$ cat src/rtl/request_queue.sv
// Push-button front end for the LED walker: synchronises and debounces the button, counts
// presses into a saturating queue and hands them to the walker one request at a time.
module request_queue #(
    parameter int unsigned DEBOUNCE_CYCLES = 120_000,
    parameter int unsigned PW              = 4
) (
    input  logic          i_clk,
    input  logic          i_reset_n,
    input  logic          i_btn,
    input  logic          i_busy,
    input  logic          i_clr_ovf,
    output logic          o_request,
    output logic [PW-1:0] o_pending,
    output logic          o_overflow
);

    localparam int unsigned DbCycles = (DEBOUNCE_CYCLES < 1) ? 1 : DEBOUNCE_CYCLES;
    localparam int unsigned CntW     = (DbCycles > 1) ? $clog2(DbCycles) : 1;
    localparam logic [CntW-1:0] CntLast = CntW'(DbCycles - 1);
    localparam logic [PW-1:0]   PendMax = {PW{1'b1}};

    typedef enum logic [1:0] {
        StIdle,
        StReq,
        StWaitDone
    } state_e;

    logic            btn_meta_q, btn_sync_q;
    logic            db_level_q, db_level_d;
    logic [CntW-1:0] db_cnt_q, db_cnt_d;
    logic            press;
    logic            accept;
    logic [PW-1:0]   pend_q, pend_d;
    logic            ovf_q, ovf_d;
    logic            ovf_set;
    state_e          state_q, state_d;
    logic            request_q, request_d;

    always_ff @(posedge i_clk) begin
        if (!i_reset_n) begin
            btn_meta_q <= 1'b0;
            btn_sync_q <= 1'b0;
        end else begin
            btn_meta_q <= i_btn;
            btn_sync_q <= btn_meta_q;
        end
    end

    // Count consecutive cycles the synced level disagrees; adopt it after DbCycles of them.
    always_comb begin
        db_level_d = db_level_q;
        db_cnt_d   = '0;
        press      = 1'b0;
        if (btn_sync_q != db_level_q) begin
            if (db_cnt_q == CntLast) begin
                db_level_d = btn_sync_q;
                press      = btn_sync_q;
            end else begin
                db_cnt_d = db_cnt_q + 1'b1;
            end
        end
    end

    always_ff @(posedge i_clk) begin
        if (!i_reset_n) begin
            db_level_q <= 1'b0;
            db_cnt_q   <= '0;
        end else begin
            db_level_q <= db_level_d;
            db_cnt_q   <= db_cnt_d;
        end
    end

    assign accept = (state_q == StReq) && i_busy;

    // A press and an accept in the same cycle cancel, so saturation cannot flag overflow then.
    always_comb begin
        pend_d  = pend_q;
        ovf_set = 1'b0;
        case ({press, accept})
            2'b10: begin
                if (pend_q == PendMax) begin
                    ovf_set = 1'b1;
                end else begin
                    pend_d = pend_q + 1'b1;
                end
            end
            2'b01: begin
                if (pend_q != '0) begin
                    pend_d = pend_q - 1'b1;
                end
            end
            default: ;
        endcase
        if (ovf_set) begin
            ovf_d = 1'b1;
        end else if (i_clr_ovf) begin
            ovf_d = 1'b0;
        end else begin
            ovf_d = ovf_q;
        end
    end

    always_ff @(posedge i_clk) begin
        if (!i_reset_n) begin
            pend_q <= '0;
            ovf_q  <= 1'b0;
        end else begin
            pend_q <= pend_d;
            ovf_q  <= ovf_d;
        end
    end

    always_ff @(posedge i_clk) begin
        if (!i_reset_n) begin
            state_q   <= StIdle;
            request_q <= 1'b0;
        end else begin
            state_q   <= state_d;
            request_q <= request_d;
        end
    end

    always_comb begin
        state_d = state_q;
        case (state_q)
            StIdle: begin
                if ((pend_q != '0) && !i_busy) begin
                    state_d = StReq;
                end
            end
            StReq: begin
                if (i_busy) begin
                    state_d = StWaitDone;
                end
            end
            StWaitDone: begin
                if (!i_busy) begin
                    state_d = StIdle;
                end
            end
            default: state_d = StIdle;
        endcase
    end

    // Registered alongside the state so o_request is high exactly while in StReq.
    always_comb begin
        request_d = (state_d == StReq);
    end

    assign o_request  = request_q;
    assign o_pending  = pend_q;
    assign o_overflow = ovf_q;

endmodule

$ cat config.mk
export PLATFORM = sky130hd
export DESIGN_NAME = request_queue
export DESIGN_NICKNAME = d
export VERILOG_FILES = /design/src/rtl/request_queue.sv
export SDC_FILE = /design/constraint.sdc
export NUM_CORES = 1
export LEC_CHECK = 0
export CORE_MARGIN = 10
export CORE_UTILIZATION = 60
export DETAILED_ROUTE_END_ITERATION = 10
export PLACE_DENSITY = 0.84
export RECOVER_POWER = 100
export SLEW_MARGIN = 20
export SYNTH_ARGS = -nofsm -noshare
export SYNTH_HDL_FRONTEND = slang
export SYNTH_SLANG_ARGS = --single-unit
$ cat constraint.sdc
create_clock -name i_clk -period 4.8 [get_ports i_clk]
set_clock_uncertainty 0.2 [all_clocks]
set_input_delay 1.44 -clock i_clk [delete_from_list [all_inputs] [get_ports i_clk]]
set_output_delay 1.44 -clock i_clk [all_outputs]
set_load 0.005 [all_outputs]
==> results of run 1 <==
==> Yosys cell counts, types with 4 or more instances <==
cell type	instances	share of area, %
dfxtp_1	28	41
nor2_1	18	5.0
nand2_1	12	3.3
inv_1	7	1.9
nand3_1	7	2.6
xnor2_1	7	4.5
xor2_1	7	4.5
a21oi_1	5	1.8
nor3_1	5	1.8
or3_1	5	2.3
nand4_1	4	1.8
o21ai_0	4	1.5
==> layer usage <==
| metal | routed length, µm | GRT usage (%) | up-vias |
|---|---|---|---|
| li1 | - | - | 537 |
| met1 | 1180 | 16.0 | 499 |
| met2 | 1210 | 19.4 | 29 |
| met3 | 120 | 3.47 | 4 |
| met4 | 30 | 3.85 | 0 |
| met5 | 0 | 0 | - |
==> logic make-up after synthesis <==
family                   count (synthesis)  synth area share, %
AO/OA/AOI/OAI                           18                 8.30
flip-flops                              28                 41.3
multiplexers                             3                 2.21
AND/OR/NAND/NOR                         73                 31.3
XOR/XNOR                                14                 9.04
adder cells (fa/ha/maj)                  4                 4.24
buffers and inverters                   11                 3.60
==> flip-flops by register name, summed over array words and instances, names as in the netlist <==
register,flops
db_cnt_q,17
o_pending,4
state_q,2
btn_meta_q,1
btn_sync_q,1
db_level_q,1
o_overflow,1
o_request,1
==> critical path, cell delays in order <==
cell           delay, ns
dlygate4sd3_1       0.58
and3b_1             0.22
nand2_1             0.10
inv_1               0.07
ha_1                0.28
a21o_1              0.18
a21o_1              0.18
a211oi_1            0.17
a31oi_1             0.09
mux2i_1             0.15
==> worst paths after layout <==
kind / start / endpoint
hold reg to reg: btn_meta_q / btn_sync_q
setup / recovery: i_busy / o_pending[3]
hold / removal: btn_meta_q / btn_sync_q
setup reg to reg: db_cnt_q[6] / o_pending[3]
==> cell type report <==
| type | instances | area share (%) |
|---|---|---|
| clock buffer | 4 | 2.41 |
| inverter | 7 | 1.75 |
| multi-input combinational | 112 | 49.6 |
| sequential | 28 | 37.3 |
| tap | 28 | 2.33 |
| timing repair buffer | 10 | 6.66 |
==> stage by stage <==
stage,hold WS [ns],cells,power (mW),worst slack [ns],utilization (%)
3_5_place_dp,0.229,185,0.248,1.13,67.0
3_3_place_gp,0.220,185,0.248,1.22,67.0
5_1_grt,0.273,189,0.372,1.24,68.6
6_report,0.259,189,0.354,1.36,68.6
4_1_cts,0.264,189,0.359,1.48,68.7
2_1_floorplan,0.212,151,0.244,1.75,-
==> power groups by stage <==
stage	Combinational (mW)	Clock [mW]	Sequential (mW)
2_1_floorplan	0.00470	0	0.239
3_3_place_gp	0.00859	0	0.239
3_5_place_dp	0.00899	0	0.239
4_1_cts	0.00903	0.116	0.234
5_1_grt	0.00986	0.127	0.234
6_report	0.00865	0.111	0.234
==> impl_metrics.json, run 1 <==
{
  "status": "finished clean",
  "ys_seq_area_share_pct": 41.3,
  "synth_edf_count": 0,
  "p_per_area_nw_per_um2": 235,
  "syn-num-nets": 160,
  "first_global_vias": 960,
  "fin_crit_sh_pct": 71.6,
  "first_pass_iters": 4,
  "hold_path.class": "reg -> reg",
  "cts.sinks": 28,
  "startpoint_type": "primary input",
  "htree_levels": 1,
  "design.die.area_um2": 4560,
  "path_clk_slew_ns": 0.13,
  "wl_um": 2540,
  "final-hold-violation-count": 0,
  "drt_iter0_markers": 50,
  "viasPerCell": 5.66,
  "postCtsSetupBuffers": 0,
  "cts_root_buffer": "clkbuf_4",
  "synthFlopType": "dfxtp_1",
  "n_antenna_cell": 0,
  "drive_gt1_share_pct": 5.59,
  "tightestPinTransition_ns": 0.867,
  "syn_avg_cell_area_um2": 8.98,
  "ir_drop_uv": 256,
  "clkPwrFrac_pct": 31.5,
  "cts_made_buffers": 3,
  "hpwl_um": 1920,
  "fin_setup_tns_ns": 0,
  "slew_headroom_pct": 42.2,
  "p_sw_mw": 0.0700,
  "grt_max_degree": 17,
  "arrival_ns": 3.46,
  "multi_input_area_um2": 746,
  "num_rows": 17,
  "r2r_slack_ns": 1.74,
  "synth-async-reset-ratio_pct": 0,
  "nFillCells": 164,
  "tritoncts": "built",
  "ys_ff_latch": 28,
  "min_path_cells": 1,
  "combPwrFrac_pct": 2.4,
  "fmax_mhz": 291,
  "drv_cap": 0,
  "cts.repair.resized": 0,
  "power_frac_seq_pct": 66.1,
  "io-pin-count": 11,
  "reg2regPathDepth": 11,
  "dieWidth_um": 67.5,
  "setup_viol": 0,
  "grt_pass1_wl_um": 4490,
  "yosys_warnings": 0,
  "fin_nets": 171,
  "clockBufferDepth": 2,
  "design_area_um2": 1500,
  "layout_common_cells": "dfxtp_1, nor2_1, nand2_1",
  "syn_area_um2": 1360,
  "vias": 1069,
  "endpoint_kind": "register",
  "port_buffers": 10,
  "worstPathRequired_ns": 4.82,
  "area_growth_pct": 10.9,
  "drc": 0,
  "track_usage_pct": 12.4,
  "die_y_um": 67.5,
  "routedWlPerCell_um": 13.4,
  "clkLatencyLatePin_ns": 0.32,
  "rsz0062_at_grt": "no",
  "leakage_nw": 0.557,
  "switching_share_pct": 19.8,
  "crit_type": "in -> reg",
  "globalplace.congestion": 0.927,
  "p_int_mw": 0.284,
  "post-route-min-period_ns": 3.44,
  "syn-instance-count": 151,
  "overflow": 0,
  "core-area_um2": 2190,
  "antenna_left": 0,
  "slew_violations": 0,
  "hold_buffers": 0,
  "mostFrequentLayoutCell": "dfxtp_1",
  "place_area_um2": 1470,
  "ys_types": 37,
  "worstPathMaxFanout": 4,
  "regArea_um2": 561,
  "initial_utilization_pct": 61.9,
  "antenna_found_initial": 0
}
(Power assumes the default switching activity.)
==> run 2: changes to the inputs <==
CORE_UTILIZATION = 50   (was 60)
PLACE_DENSITY = 0.75   (was 0.84)
clock period = 3.1 ns   (was 4.8 ns; I/O delays follow)
==> impl_metrics.json, run 2 (synthesis gave the netlist of run 1 again) <==
{
  "area_growth_pct": 12.8,
  "cts_root_buffer": "clkbuf_4",
  "startpoint_type": "primary input",
  "tightestPinTransition_ns": 0.902,
  "path_clk_slew_ns": 0.14,
  "p_sw_mw": 0.111,
  "viasPerCell": 5.48,
  "first_pass_iters": 4,
  "setup_viol": 0,
  "reg2regPathDepth": 11,
  "combPwrFrac_pct": 2.5,
  "switching_share_pct": 20.1,
  "rsz0062_at_grt": "no",
  "startpoint": "i_busy",
  "worstPathRequired_ns": 3.14,
  "cts_made_buffers": 3,
  "grt_pass1_wl_um": 4400,
  "p_total_mw": 0.552,
  "postCtsSetupBuffers": 0,
  "clkPwrFrac_pct": 31.8,
  "drv_cap": 0,
  "drive_gt1_share_pct": 6.63,
  "ir_drop_uv": 291,
  "antenna_found_initial": 0,
  "layout_common_cells": "dfxtp_1, nor2_1, nand2_1",
  "final-hold-violation-count": 0,
  "grt_max_degree": 17,
  "drt_iter0_markers": 50,
  "design.die.area_um2": 5200,
  "post-route-min-period_ns": 2.85,
  "num_rows": 18,
  "hold_buffers": 0,
  "fin_nets": 176,
  "wl_um": 2510,
  "io-pin-count": 11,
  "fin_setup_tns_ns": 0,
  "nFillCells": 236,
  "cts.repair.resized": 0,
  "arrival_ns": 2.89,
  "fin_crit_sh_pct": 92.1,
  "drc": 0,
  "cts.sinks": 28,
  "core-area_um2": 2520,
  "worstPathMaxFanout": 2,
  "antenna_left": 0,
  "p_per_area_nw_per_um2": 361,
  "globalplace.congestion": 0.842,
  "clockBufferDepth": 2,
  "crit_type": "in -> reg",
  "endpoint_kind": "register",
  "hpwl_um": 1900,
  "hold_path.class": "reg -> reg",
  "routedWlPerCell_um": 12.8,
  "fmax_mhz": 350,
  "htree_levels": 1,
  "power_frac_seq_pct": 65.7,
  "timing.rr.start": "db_cnt_q[11]",
  "die_y_um": 72.1,
  "leakage_nw": 0.567,
  "tritoncts": "built",
  "slew_headroom_pct": 39.9,
  "p_int_mw": 0.441,
  "overflow": 0,
  "status": "finished clean",
  "clkLatencyLatePin_ns": 0.33,
  "dieWidth_um": 72.1,
  "port_buffers": 10,
  "first_global_vias": 1043,
  "n_antenna_cell": 0,
  "largest_reg_flops": 17,
  "min_path_cells": 1,
  "mostFrequentLayoutCell": "dfxtp_1",
  "initial_utilization_pct": 53.8,
  "min_from": "btn_meta_q",
  "slew_violations": 0,
  "vias": 1075,
  "regMostFlops": "db_cnt_q",
  "track_usage_pct": 10.1
}
-- run 2: per-layer routing --
layer  track usage (%)  vias to the layer above  part of all wire [%]
li1                  -                      551                     -
met1              10.6                      504                    46
met2              17.6                       13                    47
met3              2.86                        7                   3.9
met4              6.02                        0                   2.9
met5                 0                        -                     0
-- run 2: power by group through the flow --
stage / registers (mW) / clock network, mW / logic (mW)
CTS: 0.362 / 0.184 / 0.0154
finish: 0.362 / 0.175 / 0.0140
floorplan: 0.370 / 0 / 0.00728
global route: 0.363 / 0.196 / 0.0157
detailed placement: 0.370 / 0 / 0.0153
global placement: 0.370 / 0 / 0.0152
-- run 2: final timing paths --
path | endpoint | slack [ns]
hold reg to reg | btn_sync_q | 0.26
setup reg to reg | o_pending[3] | 0.26
setup / recovery | o_pending[3] | 0.25
hold / removal | btn_sync_q | 0.26
-- run 2: final cells by class --
type                            instances  area (µm²)  area share (%)
Tap cell                               30        37.5            2.45
Inverter                                7        26.3            1.72
Multi-Input combinational cell        112         743            48.6
Sequential cell                        28         561            36.6
Timing Repair Buffer                   15         126            8.26
Clock buffer                            4        36.3            2.37
-- run 2: through the flow --
stage          instances  utilization [%]  worst slack (ns)  instance area (µm²)  hold slack, ns
2_1_floorplan        151                -             0.299                 1360           0.212
3_3_place_gp         192             59.8             0.113                 1510           0.222
3_5_place_dp         192             59.8           0.00434                 1510           0.227
4_1_cts              196             61.3             0.275                 1550           0.262
5_1_grt              196             60.7             0.151                 1530           0.300
6_report             196             60.7             0.246                 1530           0.261
-- run 2: worst max-delay path, stage by stage --
cell	delay, ns
dlygate4sd3_1	0.55
and3b_2	0.21
nand2_1	0.09
inv_1	0.07
ha_1	0.26
a21o_1	0.17
a21o_1	0.19
a211oi_1	0.19
a31oi_1	0.09
mux2i_1	0.14
